<file path="config.mk">
export PLATFORM = sky130hd
export DESIGN_NAME = pipe_hazard_scoreboard
export DESIGN_NICKNAME = d
export VERILOG_FILES = /design/src/rtl/pipe_pkg.sv /design/src/rtl/pipe_hazard_scoreboard_sb_entry.sv /design/src/rtl/pipe_hazard_scoreboard.sv
export SDC_FILE = /design/constraint.sdc
export NUM_CORES = 1
export LEC_CHECK = 0
export CORE_MARGIN = 5
export CORE_UTILIZATION = 49
export CTS_BUF_LIST = sky130_fd_sc_hd__clkbuf_16
export CTS_CLUSTER_SIZE = 12
export DETAILED_ROUTE_END_ITERATION = 10
export PLACE_DENSITY = 0.78
export SYNTH_ARGS = -nofsm -noshare
export SYNTH_HDL_FRONTEND = slang
export SYNTH_SLANG_ARGS = --single-unit
export TNS_END_PERCENT = 50
</file>
<file path="constraint.sdc">
create_clock -name clk -period 9.4 [get_ports clk]
set_input_delay 2.35 -clock clk [delete_from_list [all_inputs] [get_ports clk]]
set_output_delay 2.35 -clock clk [all_outputs]
set_load 0.05 [all_outputs]
</file>
<file path="src/rtl/pipe_pkg.sv">
// Shared definitions for the pipeline hazard scoreboard.
//   FWD_RF / FWD_EX / FWD_MEM : forward-select encodings driven on fwd_a / fwd_b
//   BUBBLE_IR                 : instruction word the ID stage substitutes when bubble is high
//   reg_addr_t                : architectural register address for the default 5-bit build
package pipe_pkg;

  localparam int          AW_DEF    = 5;
  localparam logic [1:0]  FWD_RF    = 2'd0;
  localparam logic [1:0]  FWD_EX    = 2'd1;
  localparam logic [1:0]  FWD_MEM   = 2'd2;
  localparam logic [31:0] BUBBLE_IR = 32'hFFFF_FFFF;

  typedef logic [AW_DEF-1:0] reg_addr_t;

endpackage

</file>
<file path="src/rtl/pipe_hazard_scoreboard_sb_entry.sv">
// sb_entry: scoreboard slot for one architectural register.
//   clk, rst : clock and synchronous active-low reset
//   set      : an instruction writing this register issues (wins over clr/decrement)
//   set_ld   : that instruction is a load
//   clr      : register-file write to this register this cycle
//   cnt      : cycles remaining until the in-flight write lands (0 = idle)
//   ld       : the in-flight writer is a load (kept only when
//              PIPE_HAZARD_SCOREBOARD_FWD_EN is defined, otherwise tied 0)
module sb_entry
  import pipe_pkg::*;
#(
  parameter int WB_LAT = 3,
  parameter int CW     = $clog2(WB_LAT + 1)
) (
  input  logic          clk,
  input  logic          rst,
  input  logic          set,
  input  logic          set_ld,
  input  logic          clr,
  output logic [CW-1:0] cnt,
  output logic          ld
);

  localparam logic [CW-1:0] LAT_C  = CW'(WB_LAT);
  localparam logic [CW-1:0] ZERO_C = CW'(0);
  localparam logic [CW-1:0] ONE_C  = CW'(1);

  logic [CW-1:0] cnt_r;

  // Countdown: a new issue reloads, a write-back clears, otherwise count toward zero.
  always_ff @(posedge clk) begin
    if (!rst) begin
      cnt_r <= ZERO_C;
    end else if (set) begin
      cnt_r <= LAT_C;
    end else if (clr) begin
      cnt_r <= ZERO_C;
    end else if (cnt_r != ZERO_C) begin
      cnt_r <= cnt_r - ONE_C;
    end else begin
      cnt_r <= cnt_r;
    end
  end

  assign cnt = cnt_r;

`ifdef PIPE_HAZARD_SCOREBOARD_FWD_EN
  logic ld_r;

  // Load flag follows the most recent issuing writer.
  always_ff @(posedge clk) begin
    if (!rst) begin
      ld_r <= 1'b0;
    end else if (set) begin
      ld_r <= set_ld;
    end else begin
      ld_r <= ld_r;
    end
  end

  assign ld = ld_r;
`else
  logic unused_s;
  assign unused_s = set_ld;
  assign ld       = 1'b0;
`endif

endmodule

</file>
<file path="src/rtl/pipe_hazard_scoreboard.sv">
// pipe_hazard_scoreboard: RAW-hazard stall and branch-flush control for the
// 5-stage pipeline, using a per-register countdown of in-flight writes.
// Optional feature macro: PIPE_HAZARD_SCOREBOARD_FWD_EN (EX/MEM forwarding,
// only load-use stalls).
//   clk, rst              : clock, synchronous active-low reset
//   id_valid              : ID holds a real instruction
//   id_rs_en/id_rs        : rs read enable / address
//   id_rt_en/id_rt        : rt read enable / address
//   id_wr_en/id_rd        : rd write enable / address
//   id_is_load            : instruction is a load (used with forwarding only)
//   wb_en/wb_addr         : register-file write this cycle
//   br_taken              : EX resolved a taken branch
//   stall, bubble, flush  : IF hold, ID bubble-insert select, IF/ID squash
//   issue                 : ID instruction accepted into EX
//   fwd_a, fwd_b          : rs / rt forward select (RF / EX / MEM)
module pipe_hazard_scoreboard
  import pipe_pkg::*;
#(
  parameter int NREG     = 32,
  parameter int AW       = 5,
  parameter int WB_LAT   = 3,
  parameter int BR_FLUSH = 2
) (
  input  logic          clk,
  input  logic          rst,
  input  logic          id_valid,
  input  logic          id_rs_en,
  input  logic [AW-1:0] id_rs,
  input  logic          id_rt_en,
  input  logic [AW-1:0] id_rt,
  input  logic          id_wr_en,
  input  logic [AW-1:0] id_rd,
  input  logic          id_is_load,
  input  logic          wb_en,
  input  logic [AW-1:0] wb_addr,
  input  logic          br_taken,
  output logic          stall,
  output logic          bubble,
  output logic          flush,
  output logic          issue,
  output logic [1:0]    fwd_a,
  output logic [1:0]    fwd_b
);

  localparam int          CW      = $clog2(WB_LAT + 1);
  localparam int          NSLOT   = 2 ** AW;
  localparam logic [2:0]  FL_LOAD = 3'(BR_FLUSH - 1);
  localparam logic [AW-1:0] ZERO_A = {AW{1'b0}};

  // Slots for r0 and for addresses >= NREG read as permanently idle, so any
  // address can index the table without a separate range check.
  logic [CW-1:0]    cnt_s [NSLOT];
  logic [NSLOT-1:0] ld_s;
  logic [2:0]       fcnt_r;

  logic rs_chk_s, rt_chk_s, pend_rs_s, pend_rt_s;
  logic flush_s, stall_s, issue_s;
  logic [1:0] fwd_a_s, fwd_b_s;

  for (genvar r = 0; r < NSLOT; r++) begin : g_sb
    if (r == 0 || r >= NREG) begin : g_none
      assign cnt_s[r] = CW'(0);
      assign ld_s[r]  = 1'b0;
    end else begin : g_ent
      sb_entry #(.WB_LAT(WB_LAT), .CW(CW)) u_entry (
        .clk    (clk),
        .rst    (rst),
        .set    (issue_s && id_wr_en && (id_rd == AW'(r))),
        .set_ld (id_is_load),
        .clr    (wb_en && (wb_addr == AW'(r))),
        .cnt    (cnt_s[r]),
        .ld     (ld_s[r])
      );
    end
  end

  // Flush counter: a taken branch (re)loads, otherwise count down to idle.
  always_ff @(posedge clk) begin
    if (!rst) begin
      fcnt_r <= 3'd0;
    end else if (br_taken) begin
      fcnt_r <= FL_LOAD;
    end else if (fcnt_r != 3'd0) begin
      fcnt_r <= fcnt_r - 3'd1;
    end else begin
      fcnt_r <= fcnt_r;
    end
  end

`ifdef PIPE_HAZARD_SCOREBOARD_FWD_EN
  localparam logic [CW-1:0] LAT_C    = CW'(WB_LAT);
  localparam logic [CW-1:0] LAT_M1_C = CW'(WB_LAT - 1);

  // With forwarding only a load still in EX blocks; younger results are bypassed.
  always_comb begin
    rs_chk_s  = id_rs_en && (id_rs != ZERO_A);
    rt_chk_s  = id_rt_en && (id_rt != ZERO_A);
    pend_rs_s = rs_chk_s && (cnt_s[id_rs] == LAT_C) && ld_s[id_rs];
    pend_rt_s = rt_chk_s && (cnt_s[id_rt] == LAT_C) && ld_s[id_rt];
    fwd_a_s   = FWD_RF;
    fwd_b_s   = FWD_RF;
    if (rs_chk_s && (cnt_s[id_rs] == LAT_C)) begin
      fwd_a_s = FWD_EX;
    end else if (rs_chk_s && (LAT_M1_C != CW'(0)) && (cnt_s[id_rs] == LAT_M1_C)) begin
      fwd_a_s = FWD_MEM;
    end else begin
      fwd_a_s = FWD_RF;
    end
    if (rt_chk_s && (cnt_s[id_rt] == LAT_C)) begin
      fwd_b_s = FWD_EX;
    end else if (rt_chk_s && (LAT_M1_C != CW'(0)) && (cnt_s[id_rt] == LAT_M1_C)) begin
      fwd_b_s = FWD_MEM;
    end else begin
      fwd_b_s = FWD_RF;
    end
  end
`else
  logic unused_s;
  assign unused_s = ^ld_s;

  // Without forwarding any outstanding write to a source register blocks.
  always_comb begin
    rs_chk_s  = id_rs_en && (id_rs != ZERO_A);
    rt_chk_s  = id_rt_en && (id_rt != ZERO_A);
    pend_rs_s = rs_chk_s && (cnt_s[id_rs] != CW'(0));
    pend_rt_s = rt_chk_s && (cnt_s[id_rt] != CW'(0));
    fwd_a_s   = FWD_RF;
    fwd_b_s   = FWD_RF;
  end
`endif

  // Control: a flush overrides a stall, and either one blocks issue.
  always_comb begin
    flush_s = br_taken || (fcnt_r != 3'd0);
    stall_s = id_valid && (pend_rs_s || pend_rt_s) && !flush_s;
    issue_s = id_valid && !stall_s && !flush_s;
  end

  assign stall  = stall_s;
  assign flush  = flush_s;
  assign bubble = stall_s || flush_s;
  assign issue  = issue_s;
  assign fwd_a  = fwd_a_s;
  assign fwd_b  = fwd_b_s;

endmodule
</file>
After elaboration in Yosys (flattened, before gate mapping) --
Index checks and enable logic that the tools add are counted.
Storage, ports and cells: bits in registers 65, output and inout bits 8, word-level logic and storage cells 378
Cells by class: $add $sub $neg 32, magnitude comparators 2, equality and inequality tests 62, multiplexer cells 101, bitwise gates (word level) 3, reductions and logical operators 145
Operators by type and width (number):
- 2-bit 2-to-1 mux | 97
- 5-bit equality test, second input constant | 32
- 3-bit nonzero test | 32
- 5-bit by 4-bit equality test with 1-bit output, second input constant | 16
- 1-bit logical AND | 71
- 2-bit nonzero test | 34
- 2-bit by 1-bit subtractor with 2-bit output, second input constant | 31
- 5-bit by 3-bit equality test with 1-bit output, second input constant | 8
- 2-bit binary-select mux with 5-bit select | 2
- 5-bit by 2-bit equality test with 1-bit output, second input constant | 4
- 6-bit >= comparator, second input constant | 2
- 5-bit NOT with 6-bit output | 2
- 5-bit by 1-bit equality test with 1-bit output, second input constant | 2
- 5-bit nonzero test | 2
- 1-bit logical OR | 3
- 3-bit by 1-bit subtractor with 3-bit output, second input constant | 1
- 1-bit zero test | 2
- 1-bit 2-to-1 mux | 2
- 2-bit OR reduction | 1
- 1-bit NOT | 1

Logic depth before layout (Yosys ltp) --
depth in word-level cells 15, mapped depth 10, gate-level depth less buffers 8

Cells and area by module --
From an unflattened synthesis, not the netlist that was laid out.
Second synthesis, totals: cell total of the unflattened synthesis 691, area total of the unflattened synthesis 5539.1 um^2
By module, submodules not included:
- sb_entry | times used 31, cells each 14, area each 127.6 um^2
- pipe_hazard_scoreboard | times used 1, cells each 257, area each 1582.8 um^2

Least setup slack after synthesis --
Ideal clock, no wire load.
path type input to output, start input port id_rt[1], end output port issue, arrival time 4867 ps, required time 7050 ps, setup slack 2183 ps, cell stages on the path 9, cells stage by stage buf_4 -> buf_4 -> a21oi_1 -> mux4_2 -> a2bb2oi_1 -> o211ai_2 -> buf_4 -> buf_2 -> nor3_1
Between the ends: word-level cells in the longest chain between the ends 12
Ends and longest elaborated chain:
- start: declaration | line pipe_hazard_scoreboard.sv:30 | input logic [AW-1:0] id_rt,
- 5-bit NOT with 6-bit output (not written as such) | line pipe_hazard_scoreboard.sv:126 | pend_rt_s = rt_chk_s && (cnt_s[id_rt] != CW'(0));
- 2-bit binary-select mux with 5-bit select | line pipe_hazard_scoreboard.sv:126
- 2-bit 2-to-1 mux (not written as such) (2 in series) | line pipe_hazard_scoreboard.sv:126
- 2-bit nonzero test | line pipe_hazard_scoreboard.sv:126
- 1-bit logical AND * | line pipe_hazard_scoreboard.sv:126
- 1-bit logical OR * | line pipe_hazard_scoreboard.sv:135 | stall_s = id_valid && (pend_rs_s || pend_rt_s) && !flush_s;
- 1-bit logical AND * (2 in series) | line pipe_hazard_scoreboard.sv:135
- 1-bit zero test * | line pipe_hazard_scoreboard.sv:136 | issue_s = id_valid && !stall_s && !flush_s;
- 1-bit logical AND * (2 in series) | line pipe_hazard_scoreboard.sv:136
- end: declaration | line pipe_hazard_scoreboard.sv:40 | output logic issue,
Mark *: on every way between the ends. The rest lies on a longest branch, timed or not. The select of a mux whose other input is x is not followed.

Worst setup path in the final report --
start input port id_rs[0], end output port bubble
Between the ends: word-level cells in the longest chain between the ends 10
Ends and longest elaborated chain:
- start: declaration | line pipe_hazard_scoreboard.sv:28 | input logic [AW-1:0] id_rs,
- 5-bit NOT with 6-bit output (not written as such) | line pipe_hazard_scoreboard.sv:125 | pend_rs_s = rs_chk_s && (cnt_s[id_rs] != CW'(0));
- 2-bit binary-select mux with 5-bit select | line pipe_hazard_scoreboard.sv:125
- 2-bit 2-to-1 mux (not written as such) (2 in series) | line pipe_hazard_scoreboard.sv:125
- 2-bit nonzero test | line pipe_hazard_scoreboard.sv:125
- 1-bit logical AND * | line pipe_hazard_scoreboard.sv:125
- 1-bit logical OR * | line pipe_hazard_scoreboard.sv:135
- 1-bit logical AND * (2 in series) | line pipe_hazard_scoreboard.sv:135
- 1-bit logical OR * | line pipe_hazard_scoreboard.sv:141 | assign bubble = stall_s || flush_s;
- end: declaration | line pipe_hazard_scoreboard.sv:38 | output logic bubble,
Marked as above.

==> out/results.txt <==
Status: completed
Reg clk slew, reported paths: 0.06 ns
Top cell type by total area after synthesis: dfxtp_1
NetSw: 0.000787 W
Setup TNS Final: 0 ns
Element type at the critical path end: primary output
Global-route wire length before repair: 21.9 mm
Die width: 110 um
Post-CTS sizing: 0
Die Y: 110 um
Post-synth top area share: 0.266
Worst path max stage delay: 0.79 ns
Crit path top cell by count: clkdlybuf4s50_1
Cell family contributing the most delay on the critical path: buffers and inverters
Drt pass-1 iters: 5
Final setup vio count: 0
Max Cap Viol: 0
Finished Layout Cells: 805
Post-DP HPWL: 9.23 mm
Cts hold-fix bufs: 0
WL final: 13.3 mm
Residual DRC count: 0
Type of the worst setup path: in -> out
Post-layout net count: 729
Routed vias: 4719
Internal Power: 0.00109 W
Mapped Cells: 658
Rel. slew slack: 0.310
Synth Cell Area: 4900 um^2
GRT overflow: 0
Placed cell count: 789
PortBufs: 31
DR iter-0 viols: 375
Initial antenna violation count: 0
Top_reg_cell synth: dfxtp_1
Drt wl/cell: 16.5 um
Worst skew pair latency: 0.34 ns
Placeable Area: 9770 um^2
CTS tree: yes
Sink Count: 65
Worst Slack Setup Final: 1.04 ns
Setup skew after layout: 0.00879 ns
Fmax achieved: 120 MHz
Ant. Diodes: 0
Part of the power in registers: 0.285
Clock period minus final worst setup slack: 8.36 ns
Seq cells post-synth: 65
All-Layer GR Usage: 0.233
Vias in the first global route: 4679
Period utilisation layout: 0.890
Final hold viol count: 0
Slew Viols, Final: 0
Slew @ Worst Pin: 1.03 ns
Logic pwr share: 0.541
Pin count of the biggest net entering global routing: 64
RSZ-0062 raised after global routing: no
Most frequent cells in the layout: nand2_1, inv_1, dfxtp_1
CP Data Required Time: 7.05 ns
Critical Path Start Type: primary input
Post-layout util: 0.562
Slowest-stage cell, CP: clkdlybuf4s50_1
Syn-to-layout area delta: 12.2%
Clk network pwr share: 0.174
Post-synth EDFFs: 0
Syn_area_per_cell: 7.44 um^2
Num rows: 36
Starting Density: 0.501
Worst path bufs/invs: 3
Root buffer cell: clkbuf_16
Vias per std cell: 5.86
Gp weighted congestion: 0.863
H-Tree Depth: 3
Register area share after synthesis: 0.266
Switching share of total power: 0.419
Synth cell types: 54
# IOs: 37
Antenna Nets Post-Route: 0
Hold Path Class: reg -> reg
CP cell instances: clkdlybuf4s50_1 > inv_2 > mux4_2 > or4b_1 > and4_2 > nand3_1 > o22a_1 > clkdlybuf4s50_1
Postcts setup bufs: 0
Pwr dens: 342 nW/um^2
Static Leak: 1.89 nW
DIE AREA: 12100 um^2
Worst path arrival time: 6.01 ns
Setup WS pre-CTS: 1.05 ns
Commonest non-fill, non-tap cell in the layout: nand2_1
Ranking of synthesized cells by area: dfxtp_1, ha_1, nand3_1
Ys Warns: 0
Share of cells above drive strength 1: 0.101
Max Fanout on Critical Path: 33
CTS buffer count: 9
Max VDD drop: 0.198 mV
Clock buffer depth: 2
Post-synth ARST share: 0
==> stage by stage <==
step | cell area (um^2) | hold WS, ns | total power [W]
4_1_cts | 5490 | 0.509 | 0.00187
6_report | 5490 | 0.507 | 0.00188
3_5_place_dp | 5210 | 0.504 | 0.00153
2_1_floorplan | 4910 | 0.471 | 0.00132
3_3_place_gp | 5210 | 0.481 | 0.00146
5_1_grt | 5490 | 0.534 | 0.00205
==> power by group through the flow <==
stage,Combinational [W],Sequential (W),Clock (W)
global route,0.00115,0.000556,0.000340
detailed placement,0.000993,0.000539,0
finish,0.00102,0.000535,0.000327
global placement,0.000934,0.000527,0
CTS,0.00101,0.000533,0.000329
floorplan,0.000810,0.000513,0
==> kinds of logic (layout without fill, tap and decap cells) <==
kind of cell               after synthesis  after routing  share of synthesized area
AOI/OAI and AO/OA                      127            127                      0.143
xor gates and xnor gates                32             32                     0.0572
adders and majority gates               33             33                     0.0843
buffers and inverters                  106            117                     0.0966
DFF                                     65             65                      0.266
muxes                                   12             12                     0.0480
other                                    1              4                   0.000766
and+or+nand+nor                        282            282                      0.305
==> cell type report <==
type	instances	area (um^2)
Clock inverter	7	62.6
Sequential cell	65	1300
Clock buffer	9	225
Fill cell	915	4280
Tap cell	133	166
Inverter	66	248
Timing Repair Buffer	35	335
Multi-Input combinational cell	490	3160
==> flip-flops by register name, indices dropped and copies added (netlist names) <==
register	count
fcnt_r	3
g_sb.g_ent.u_entry.cnt	62
==> tightest hold or removal path: cells and delay by family, from the launching register on <==
family / cells / cell delay (ns)
AO/OA/AOI/OAI: 1 / 0.05
flip-flops: 1 / 0.31
AND/OR/NAND/NOR: 1 / 0.10
==> cells in the mapped netlist (all sizes together), types with 2 or more instances <==
master	instances
mux4	9
ha	33
or3	2
nand3	91
nor2	38
a21boi	2
nor4	2
o21a	2
or3b	2
o211ai	2
o21ai	101
inv	66
xnor2	32
nor3	43
nand2	74
or2	2
nand2b	8
and2	2
buf	23
a31oi	6
nor2b	2
nand4	2
mux2	2
nor3b	4
clkbuf	17
a21oi	4
nand3b	4
a221oi	2
dfxtp	65
==> path summary, 6_finish.rpt <==
check / startpoint / to / slack [ns] / cells past startpoint
hold reg to reg: fcnt_r[1] / fcnt_r[1] / 0.51 / 2
hold / removal: fcnt_r[1] / fcnt_r[1] / 0.51 / 2
setup / recovery: id_rs[0] / bubble / 1.04 / 8
setup reg to reg: g_sb[22].g_ent.u_entry.cnt[0] / g_sb[14].g_ent.u_entry.cnt[0] / 6.89 / 6
==> metal layers <==
metal,global-route usage,part of all wire,wire (um)
met3,0.0623,0.099,1310
met5,0,0,0
met1,0.275,0.39,5170
met4,0.0935,0.029,383
met2,0.399,0.48,6430
Note: power is estimated with default switching activity, not from simulation.
==> RTL edit (same flow settings) <==
`NREG`: 32 -> 31.
--- a/src/rtl/pipe_hazard_scoreboard.sv
+++ b/src/rtl/pipe_hazard_scoreboard.sv
@@ -18,3 +18,3 @@
 #(
-  parameter int NREG     = 32,
+  parameter int NREG     = 31,
   parameter int AW       = 5,
Behaviour: not the same (a bounded check fails within 4 cycles, from zero or initial values and one cycle with rst low).
==> RTL edit against the unedited design <==
  * Hold slack worse by 2.6 ps
  * Critical path type unchanged
  * Power decreased by 6.9%
  * Final area is 8.5% lower
  * Final cell count decreased by 12%
  * Maximum frequency grew 3.1%
  * Routed wire length decreased by 12%
  * Sequential cell count down 2
  * Setup slack gained 250 ps
  * Area after synthesis is 8.5% lower
  * Global-route usage down 2.1 points
  * Count of clock-buffer cells in the layout unchanged
==> RTL edit: results (changes against the unedited design) <==
status=complete, no violations; DP Wirelength=8330 µm (-9.8%); worst-margin pin slew=950 ps (-85.0 ps); CP Data Arrival Time=5760 ps (-250 ps); CP max FO=19 (-42%); DP Area=4750 µm² (-8.7%); Final Routed Wirelength=11700 µm (-12%); max reg flops=60 (-3.2%); Critical R2R Launch=g_sb[8].g_ent.u_entry.cnt[0]; clock skew=2.84 ps (-5.95 ps); Final #Nets=652 (-11%); Routability Congestion=0.911 (+5.6%); Commonest cells post-synth=inv_1 (67), nand2_1 (66), dfxtp_1 (63); top-count cell post-synth=inv_1; largest cells by area after synthesis=dfxtp_1 (28%), ha_1 (8.9%), o31ai_1 (8.5%); PostCTS Resize Cnt=0 (unchanged); Fill cells=820 (-10%); Total GRT Usage=0.212 (-0.0207); Synth cell types=54 (unchanged); initial drt markers=296 (-21%); register area share after synthesis=0.281 (+0.0156); worst vdd ir=0.171 mV (-14%); via count=4229 (-10%); top_reg_cell synth=dfxtp_1; share of cells above drive strength 1=0.0487 (-0.0525); Leakage Power=1.79 nW (-5.0%)
[RTL edit: changes by cell type after synthesis, moves of 6 or more]
cell and change:
nand3_2 -30, o21ai_1 -58, o31ai_2 +7, nand2_1 -8
o31ai_1 +50, nor3_1 -29, nor2_1 -7, o21ai_0 -6
[RTL edit: critical path: stages]
cell	delay [ps]
clkdlybuf4s50_1	830
nor4b_1	350
or3_1	370
o221a_1	280
a2111oi_0	330
a211o_2	280
and2_1	160
clkdlybuf4s50_1	810
[RTL edit: cell type report]
class                           instances  area share
Multi-Input combinational cell        417       0.553
Sequential cell                        63       0.251
Timing Repair Buffer                   33      0.0637
Inverter                               67      0.0500
Clock buffer                            9      0.0448
Tap cell                              111      0.0276
Clock inverter                          6      0.0105
[RTL edit: power breakdown]
group	total, mW	leakage (nW)	switching [mW]	internal, mW
clock network	0.320	0.131	0.120	0.200
logic	0.915	1.14	0.478	0.438
registers	0.514	0.520	0.113	0.402
total	1.75	1.79	0.710	1.04
[RTL edit: cells by family (layout without fill, tap and decap cells)]
kind of cell               count (synthesis)  count (layout)  share of synthesized area
AOI/OAI and AO/OA                        131             131                      0.206
adders and majority gates                 32              32                     0.0893
and+or+nand+nor                          212             212                      0.228
muxes                                      7               7                     0.0324
xor gates and xnor gates                  31              31                     0.0606
DFF                                       63              63                      0.281
other                                      1               4                   0.000836
buffers and inverters                    101             115                      0.102
[RTL edit: per-stage QoR]
stage | utilization | worst slack [ps] | std cells
floorplan | - | 2680 | 581
global placement | 0.524 | 1350 | 691
detailed placement | 0.524 | 1320 | 691
CTS | 0.555 | 1320 | 706
global route | 0.555 | 1180 | 706
finish | 0.555 | 1290 | 706
[RTL edit: worst paths after layout]
kind         slack (ps)  cells past startpoint                       endpoint
max                1290                      8                          stall
min                 500                      2                      fcnt_r[1]
max reg2reg        6690                      7  g_sb[10].g_ent.u_entry.cnt[1]
min reg2reg         500                      2                      fcnt_r[1]
[RTL edit: per-layer routing]
metal / GRT usage / vias to the layer above / part of all wire
met2: 0.352 / 161 / 0.47
met3: 0.0374 / 31 / 0.069
li1: - / 2063 / -
met5: 0 / - / 0
met1: 0.268 / 1974 / 0.43
met4: 0.0934 / 0 / 0.026
